<file path="src/rtl/seq_pkg.sv">
// Shared types and width helpers for the drum step sequencer.
package seq_pkg;

    // Sequencer top-level state.
    typedef enum logic {
        IDLE = 1'b0,
        RUN  = 1'b1
    } seq_state_t;

    // Width of a step index; never narrower than one bit.
    function automatic int step_w(input int num_steps);
        return (num_steps > 1) ? $clog2(num_steps) : 1;
    endfunction

    // Width of a voice index; never narrower than one bit.
    function automatic int voice_w(input int num_voices);
        return (num_voices > 1) ? $clog2(num_voices) : 1;
    endfunction

endpackage

</file>
<file path="src/rtl/trig_stretcher.sv">
// Per-voice trigger stretcher: a fire loads TRIG_CYCLES into a down-counter
// and the trigger output is high while the counter is nonzero. A fire on a
// voice that is still high reloads the counter, so the pulse has no gap.
module trig_stretcher #(
    parameter int TRIG_CYCLES = 4
) (
    input  logic mclk,
    input  logic rst,
    input  logic clr,
    input  logic fire,
    output logic trig_out
);

    localparam int CNT_W = $clog2(TRIG_CYCLES + 1);

    logic [CNT_W-1:0] cnt_q, cnt_d;

    // Next counter value: clear wins, then reload on fire, else count down.
    // NOTE: every variable written in an always_comb gets a default first, so no path leaves it unassigned and no latch is inferred.
    always_comb begin
        cnt_d = cnt_q;
        if (clr) begin
            cnt_d = '0;
        end else if (fire) begin
            cnt_d = CNT_W'(TRIG_CYCLES);
        end else if (cnt_q != '0) begin
            cnt_d = cnt_q - CNT_W'(1);
        end
    end

    // Counter register; asynchronous reset drops the trigger immediately.
    // NOTE: sequential state uses non-blocking assignments so every flop samples pre-edge values.
    always_ff @(posedge mclk or posedge rst) begin
        if (rst) begin
            cnt_q <= '0;
        end else begin
            cnt_q <= cnt_d;
        end
    end

    assign trig_out = (cnt_q != '0);

endmodule

</file>
<file path="src/rtl/drum_step_sequencer.sv">
// Pattern-driven trigger initiator for the oneshot drum sources.
// Holds a per-voice step pattern, advances one step every latched period of
// mclk cycles while run is high, and fires a stretched trigger on each voice
// whose pattern bit is set and whose mute bit is clear.
// Optional build macro SEQ_SWING_EN adds a swing input that delays odd steps.
module drum_step_sequencer
    import seq_pkg::*;
#(
    parameter int NUM_VOICES  = 4,
    parameter int NUM_STEPS   = 16,
    parameter int PERIOD_BITS = 24,
    parameter int TRIG_CYCLES = 4
) (
    input  logic                          mclk,
    input  logic                          rst,
    input  logic                          run,
    input  logic [PERIOD_BITS-1:0]        step_period,
`ifdef SEQ_SWING_EN
    input  logic [PERIOD_BITS-1:0]        swing,
`endif
    input  logic [NUM_VOICES-1:0]         mute,
    input  logic                          pat_we,
    input  logic [voice_w(NUM_VOICES)-1:0] pat_voice,
    input  logic [step_w(NUM_STEPS)-1:0]  pat_step,
    input  logic                          pat_bit,
    output logic [NUM_VOICES-1:0]         trig,
    output logic [step_w(NUM_STEPS)-1:0]  step_idx,
    output logic                          step_strobe,
    output logic                          running
);

    localparam int STEP_W  = step_w(NUM_STEPS);
    localparam int VOICE_W = voice_w(NUM_VOICES);
`ifdef SEQ_SWING_EN
    // An odd step can sit period+swing cycles out, which needs one extra bit.
    localparam int CNT_W = PERIOD_BITS + 1;
`else
    localparam int CNT_W = PERIOD_BITS;
`endif

    seq_state_t                           state_q, state_d;
    logic [CNT_W-1:0]                     tick_q, tick_d;
    logic [STEP_W-1:0]                    step_q, step_d;
    logic [STEP_W-1:0]                    fire_step;
    logic [PERIOD_BITS-1:0]               period_q, period_d;
    logic [PERIOD_BITS-1:0]               period_eff;
    logic                                 strobe_q, strobe_d;
    logic                                 fire;
    logic                                 clear;
    logic [CNT_W-1:0]                     interval;
    logic [NUM_VOICES-1:0][NUM_STEPS-1:0] pattern_q, pattern_d;
    logic [NUM_VOICES-1:0]                voice_fire;
    logic                                 voice_ok;

    // A zero period behaves like one: a step every cycle.
    assign period_eff = (step_period == '0) ? PERIOD_BITS'(1) : step_period;

`ifdef SEQ_SWING_EN
    logic [PERIOD_BITS-1:0] swing_q, swing_d;
    logic [PERIOD_BITS-1:0] swing_max;

    assign swing_max = period_eff - PERIOD_BITS'(1);

    // Gap to the next step: long after an even step, short after an odd one.
    always_comb begin
        interval = {1'b0, period_q};
        if (!step_q[0]) begin
            interval = {1'b0, period_q} + {1'b0, swing_q};
        end else if (period_q > swing_q) begin
            interval = {1'b0, period_q - swing_q};
        end else begin
            interval = CNT_W'(1);
        end
    end

    // Swing is captured at even step fires, clamped below the new period.
    always_comb begin
        swing_d = swing_q;
        if (fire && !fire_step[0]) begin
            swing_d = (swing > swing_max) ? swing_max : swing;
        end
    end

    // Latched swing register.
    always_ff @(posedge mclk or posedge rst) begin
        if (rst) begin
            swing_q <= '0;
        end else begin
            swing_q <= swing_d;
        end
    end
`else
    assign interval = period_q;
`endif

    // FSM next state, tick counter, step index and step fire decision.
    always_comb begin
        state_d   = state_q;
        tick_d    = tick_q;
        step_d    = step_q;
        period_d  = period_q;
        strobe_d  = 1'b0;
        fire      = 1'b0;
        clear     = 1'b0;
        fire_step = step_q + STEP_W'(1);
        unique case (state_q)
            IDLE: begin
                if (run) begin
                    state_d   = RUN;
                    fire      = 1'b1;
                    fire_step = '0;
                end
            end
            RUN: begin
                if (!run) begin
                    state_d = IDLE;
                    clear   = 1'b1;
                    tick_d  = '0;
                    step_d  = '0;
                end else if (tick_q == interval - CNT_W'(1)) begin
                    fire = 1'b1;
                end else begin
                    tick_d = tick_q + CNT_W'(1);
                end
            end
            default: state_d = IDLE;
        endcase
        if (fire) begin
            tick_d   = '0;
            step_d   = fire_step;
            strobe_d = 1'b1;
            period_d = period_eff;
        end
    end

    // Writes to voices beyond NUM_VOICES are dropped when the index can reach them.
    if ((1 << VOICE_W) > NUM_VOICES) begin : g_voice_chk
        assign voice_ok = ({1'b0, pat_voice} < (VOICE_W + 1)'(NUM_VOICES));
    end else begin : g_voice_all
        assign voice_ok = 1'b1;
    end

    // Pattern update; the fire on the same edge reads the old contents.
    always_comb begin
        pattern_d = pattern_q;
        if (pat_we && voice_ok) begin
            pattern_d[pat_voice][pat_step] = pat_bit;
        end
    end

    // Sequencer state, counters and pattern storage.
    // NOTE: the pattern store is reset too, since a reset must leave it all zeros.
    always_ff @(posedge mclk or posedge rst) begin
        if (rst) begin
            state_q   <= IDLE;
            tick_q    <= '0;
            step_q    <= '0;
            period_q  <= '0;
            strobe_q  <= 1'b0;
            pattern_q <= '0;
        end else begin
            state_q   <= state_d;
            tick_q    <= tick_d;
            step_q    <= step_d;
            period_q  <= period_d;
            strobe_q  <= strobe_d;
            pattern_q <= pattern_d;
        end
    end

    // One stretcher per voice, fired by pattern bit and mute at this edge.
    for (genvar v = 0; v < NUM_VOICES; v++) begin : g_voice
        assign voice_fire[v] = fire && pattern_q[v][fire_step] && !mute[v];

        trig_stretcher #(
            .TRIG_CYCLES(TRIG_CYCLES)
        ) u_stretch (
            .mclk    (mclk),
            .rst     (rst),
            .clr     (clear),
            .fire    (voice_fire[v]),
            .trig_out(trig[v])
        );
    end

    assign step_idx    = step_q;
    assign step_strobe = strobe_q;
    assign running     = (state_q == RUN);

endmodule

</file>
<file path="config.mk">
export PLATFORM = sky130hd
export DESIGN_NAME = drum_step_sequencer
export DESIGN_NICKNAME = d
export VERILOG_FILES = /design/src/rtl/seq_pkg.sv /design/src/rtl/trig_stretcher.sv /design/src/rtl/drum_step_sequencer.sv
export SDC_FILE = /design/constraint.sdc
export NUM_CORES = 1
export LEC_CHECK = 0
export CAP_MARGIN = 5
export CELL_PAD_IN_SITES_DETAIL_PLACEMENT = 0
export CELL_PAD_IN_SITES_GLOBAL_PLACEMENT = 2
export CORE_ASPECT_RATIO = 1.2
export CORE_UTILIZATION = 42
export CTS_BUF_LIST = sky130_fd_sc_hd__clkbuf_16
export DETAILED_ROUTE_END_ITERATION = 12
export HOLD_SLACK_MARGIN = 0.12
export PLACE_DENSITY_LB_ADDON = 0.12
export SETUP_SLACK_MARGIN = 0.4
export SKIP_CTS_REPAIR_TIMING = 1
export SLEW_MARGIN = 25
export SYNTH_ARGS = -nofsm -noshare
export SYNTH_HDL_FRONTEND = slang
export SYNTH_SLANG_ARGS = --single-unit
</file>
<file path="constraint.sdc">
create_clock -name mclk -period 7.8 [get_ports mclk]
set_input_delay 2.34 -clock mclk [delete_from_list [all_inputs] [get_ports mclk]]
set_output_delay 2.34 -clock mclk [all_outputs]
set_load 0.01 [all_outputs]
</file>
-- Word level (Yosys, flattened, before mapping)
Cells that the tools add are included.
- register bits: 130
- latch bits: 0
- memory bits (writable): 0
- bits in read-only memories: 0
- input port bits: 39
- output and inout port bits: 10
- word-level logic and storage cells: 97
- memories kept: 0
- add/subtract/negate cells: 7
- multipliers: 0
- div/mod/pow operators: 0
- $lt $le $gt $ge: 5
- eq/ne operators: 3
- shift operators: 0
- muxes and demuxes: 42
- bitwise logic cells: 1
- reductions and logical operators: 26
- operators by type and width (operator ; count):
    $mux W24 ; 5
    $bwmux W64 ; 1
    $mux W3 ; 12
    $demux W16 S2 ; 1
    $add A24 B1 Y24 const B ; 1
    $eq A24 B24 Y1 ; 1
    $logic_not A24 Y1 ; 1
    $reduce_bool A3 Y1 ; 8
    $sub A24 B1 Y24 const B ; 1
    $mux W4 ; 5
    $bmux W1 S4 ; 4
    $mux W16 ; 1
    $sub A3 B1 Y3 const B ; 4
    $mux W1 ; 11
    $logic_and A1 B1 Y1 ; 10
    $lt A4 B5 Y1 const B ; 2
    $add A4 B1 Y4 const B ; 1
    $demux W1 S4 ; 1
    $ge A4 B1 Y1 const B ; 1
    $logic_not A1 Y1 ; 4
    $reduce_and A2 Y1 ; 2
    $lt A2 B3 Y1 const B ; 1
    $ne A3 B3 Y1 const B ; 1
    $ge A2 B1 Y1 const B ; 1
    4 further kinds ; 4

-- Depth between registers and ports, before layout
- depth after elaboration: 9
- gate-level depth with buffers: 12

-- Cells and area by module
Synthesis repeated with hierarchy kept, for this count alone.
- cells, all modules: 804
- area, all modules: 7801.2 sq um
- modules (own cells, without submodules) (module ; instances ; cells each ; area each (sq um)):
    drum_step_sequencer ; 1 ; 736 ; 7075.5
    trig_stretcher ; 4 ; 17 ; 181.4

-- Worst setup path after synthesis
Ideal clock, no wire load.
- kind: input-to-reg
- start point: in run
- end point: reg g_voice[1].u_stretch.cnt_q[2]
- arrival: 4.658 ns
- setup slack: 3.075 ns
- stages on the path: 10
- buffers on the path: 2
- cell sequence: nor2b_1 -> clkbuf_1 -> nor2_1 -> clkbuf_1 -> mux2i_1 -> mux2i_1 -> o22ai_1 -> nor4_1 -> o2111ai_1 -> nand2_1
- longest elaborated chain between the ends: 8
- elaborated cells between the ends (all ways): 14
- classes of those cells: mux (11); reduce/logical (3)
- RTL lines (item ; RTL line ; source):
    from (decl) ; drum_step_sequencer.sv:16 ; input logic run,
    $mux W4 ; drum_step_sequencer.sv:108 ; if (run) begin
    $mux W4 ; drum_step_sequencer.sv:106 ; unique case (state_q)
    $bmux W1 S4 ; drum_step_sequencer.sv:173 ; assign voice_fire[v] = fire && pattern_q[v][fire_step] && !mute[v];
    $mux W1 (not written as such) ; drum_step_sequencer.sv:173 ;
    $logic_and A1 B1 Y1 (2 in a row) ; drum_step_sequencer.sv:173 ;
    $mux W3 ; trig_stretcher.sv:24 ; end else if (fire) begin
    $mux W3 ; trig_stretcher.sv:22 ; if (clr) begin
    to (signal assigned) ; trig_stretcher.sv:37 ; cnt_q <= cnt_d;
    to (decl) ; trig_stretcher.sv:16 ; logic [CNT_W-1:0] cnt_q, cnt_d;
Parallel ways exist; a longest one is shown, timed or not. The select of a mux whose other input is x is not followed.
A chain may end at the register's enable or synchronous reset.

-- Final worst setup path
- start point: in run
- end point: reg period_q[20] (netlist: interval[20])
- longest elaborated chain between the ends: 2
- elaborated cells between the ends (all ways): 3
- classes of those cells: mux (3)
- RTL lines (item ; RTL line ; source):
    $mux W1, on equally long branches ; drum_step_sequencer.sv:115, drum_step_sequencer.sv:108 ;
    $pmux W1 S2 (*) ; drum_step_sequencer.sv:106 ;
    to (signal assigned) ; drum_step_sequencer.sv:165 ; period_q <= period_d;
    to (decl) ; drum_step_sequencer.sv:45 ; logic [PERIOD_BITS-1:0] period_q, period_d;
Every way passes the cells marked *; elsewhere a longest branch is shown, timed or not.

==> key figures <==
STA
  – Final setup violation count: 0
  – Max_slew headroom: 0.337
  – Post-route minimum period: 5740 ps
  – RSZ-0062 raised after global routing: no
  – Hold Vio Cnt, Final: 0
  – Final Slew Violations: 0
  – Worst Clk Skew: 14.1 ps
  – Period utilization: 0.736
  – TNS Setup: 0 ps
  – FMAX: 174 MHz
  – Worst-Margin Slew: 990 ps

Finish
  – Most frequent cells in the layout: dfrtp_1 (130), nand2_1 (109), mux2_2 (86)
  – Fin util: 0.500
  – # diodes: 0
  – Commonest non-fill, non-tap cell in the layout: dfrtp_1
  – Non-Filler Instances: 1115
  – Layout cell share with drive strength beyond 1: 0.183
  – Layout area overhead: 15.5%
  – Fin nets: 900

Routing
  – Uppermost layer routed: met4
  – DRT Wirelength: 22.4 mm
  – DRC Markers: 0
  – Final ANT Viol Nets: 0
  – Metal3 WL: 597 µm
  – DRT met1 WL: 9.01 mm
  – Number of DRC markers in iteration 0: 304
  – Routed wire per std cell: 20.1 µm
  – Initial DRT Pass Iterations: 4
  – Routed vias/inst: 5.70
  – DR WL met2: 12.0 mm
  – Via count: 6359

Critical path
  – CP endpoint kind: register
  – CP Cell Sequence: clkdlybuf4s50_1 -> nand3_1 -> a211oi_1 -> nand2_1 -> or4bb_1 -> or3b_1 -> o21ai_2 -> buf_4 -> mux2_2
  – Slowest-stage cell, CP: clkdlybuf4s50_1
  – Crit path arrival time: 6040 ps
  – Critical path origin: run
  – CP max stage delay: 770 ps
  – Reg2reg start: interval[0]$_DFFE_PP0N_
  – Cell family with most CP delay: simple AND/OR/NAND/NOR gates
  – Crit path buf inv count: 2
  – Worst setup path category: in2reg
  – Crit start category: input pin
  – CP Max Fanout: 20
  – Worst endpoint required time: 8100 ps

Yosys
  – Post-synth EDFFs: 0
  – Xor/xnor cell area share of the yosys netlist: 0.0409
  – Compound-cell area share of the yosys netlist: 0.112
  – Register bit count reported by yosys: 130
  – Synth async-reset ratio: 1.00
  – Post-synth net total: 870
  – Post-Synth Adder-Cell Area: 0.0174
  – Register area share after synthesis: 0.411
  – Syn Std Cell Area: 0.00792 mm²
  – Synth top area share: 0.411
  – Top_reg_cell synth: dfrtp_1
  – Syn Area/Cell: 9.66 µm²
  – Yosys cell types: 57
  – Multiplexer area fraction after synthesis: 0.183
  – Simple-gate share of the synthesized area: 0.195
  – Top post-synthesis cells by area: dfrtp_1 (41%), mux2_2 (12%), nand2_1 (5.2%), mux2i_1 (3.8%), nor2_1 (3.1%)
  – Yosys Warn Count: 0
  – Gate count of the mapped netlist: 820
  – Main combinational cell family by area after synthesis: simple AND/OR/NAND/NOR gates
  – Synth area leader: dfrtp_1

Place
  – Post-placement cell count: 1083
  – DPL Wire Length: 16.4 mm
  – GP Congestion: 0.871
  – PortBufs: 48

Power
  – Comb power frac: 0.225
  – VDD IR-drop max: 0.146 mV
  – Clock power share: 0.367
  – Pwr/cell area: 228 mW/mm²
  – Switching Fraction: 0.319
  – Overall power: 2.08 mW
  – Pint: 1.42 mW
  – Share of power burned in registers: 0.408
  – Leak pwr: 3.68 nW
  – Sw Pwr: 665 µW

Clock tree
  – Clk_lat worst skew: 430 ps
  – CTS H-tree depth: 4
  – CTS Buf Count: 17
  – CTS Buffer Depth: 2
  – Root Buffer Master: clkbuf_16
  – Clock-pin slew on the worst setup and hold paths: 60 ps
  – # clock sinks: 130
  – TritonCTS clock tree: yes

Global route
  – First-pass GRT wire length: 36.7 mm
  – Total gr overflow: 0
  – Largest net degree at the start of global routing: 70
  – Antenna violations before repair: 0
  – Total track usage: 0.248
  – Vias in the first global route: 6688

Job
  – Total of max-cap violations: 0

Floorplan
  – Core box area: 0.0183 mm²
  – Chip height: 152 µm
  – Initial Util: 0.433
  – Die X: 127 µm
  – I/O pins: 49
  – Die area: 0.0194 mm²
  – Site Rows: 54

Hold path
  – Hold path start: pattern_q[50]$_DFFE_PP0P_
  – Hold Crit Class: reg2reg

Outcome
  – Status: complete, no violations
[cell type report]
| cell class | count | area, µm² |
|---|---|---|
| Sequential cell | 130 | 3250 |
| Fill cell | 1708 | 9160 |
| Tap cell | 252 | 315 |
| Clock inverter | 15 | 135 |
| Multi-Input combinational cell | 614 | 4350 |
| Inverter | 28 | 110 |
| Timing Repair Buffer | 59 | 563 |
| Clock buffer | 17 | 425 |
[synth_stat cells, types with 3 or more instances]
master     instances
buf_2              4
nor3_1            26
inv_1             28
o31ai_1            6
nand2b_1          11
nand3_1           12
mux2_2            86
o2111ai_1         11
o211ai_1          27
a21oi_1           18
o21bai_1           4
dfrtp_1          130
buf_4              6
and3_1             6
o21ai_0           14
nor3b_1            5
nor2b_1            9
mux4_2             8
xor2_1            19
or3_1             12
a211oi_1          13
xnor2_1           18
or4_1              4
nand2_1          109
clkbuf_1          36
or2_2             12
ha_1              11
and2_1             3
nor4_1            22
a32o_1             3
nor2_1            66
nand4_1            8
mux2i_1           30
o22ai_1            7
[metal layers]
metal,GRT usage,up-vias
li1,-,3017
met1,0.280,3191
met2,0.449,111
met3,0.0407,40
met4,0.122,0
met5,0,-
[cell families (layout without fill, tap and decap cells)]
kind of cell	count (synthesis)	count (layout)
buffers and inverters	76	119
and+or+nand+nor	317	317
adders and majority gates	11	11
xor gates and xnor gates	37	37
muxes	124	124
DFF	130	130
AOI/OAI and AO/OA	125	125
[final timing paths]
kind,slack [ps],endpoint,depth (start not counted)
worst max-delay path,2060,interval[20]$_DFFE_PP0N_,9
worst min-delay path,500,pattern_q[50]$_DFFE_PP0P_,1
worst max register to register,3170,interval[20]$_DFFE_PP0N_,9
worst min register to register,500,pattern_q[50]$_DFFE_PP0P_,1
max in group asynchronous,4120,tick_q[2]$_DFFE_PP0P_,3
min in group asynchronous,2400,pattern_q[54]$_DFFE_PP0P_,2
[worst register-to-register path: cells and delay by family (launching register included)]
family	cells	cell delay, ps
flops	1	420
compound gates	3	1060
mux	1	380
buf+inv	1	390
simple gates	4	2270
[power groups by stage]
stage               combinational (mW)  clock (mW)  sequential (mW)
floorplan                        0.369           0            0.822
global placement                 0.460           0            0.858
detailed placement               0.473           0            0.861
CTS                              0.476       0.787            0.848
global route                     0.527       0.813            0.860
finish                           0.469       0.765            0.848
[sequential cells by signal, indices dropped and copies added, names as in the netlist]
register / count
g_voice.u_stretch.cnt_q: 12
step_idx: 4
pattern_q: 64
interval: 24
running: 1
tick_q: 24
step_strobe: 1
[through the flow]
stage          instance area (µm²)  hold WS (ps)  setup slack (ps)
3_5_place_dp                  8590           488              1690
5_1_grt                       9150           515              1830
3_3_place_gp                  8590           482              1810
4_1_cts                       9150           502              2110
6_report                      9150           501              2060
2_1_floorplan                 7920           474              1990
Power figures use the tool's default switching activity.
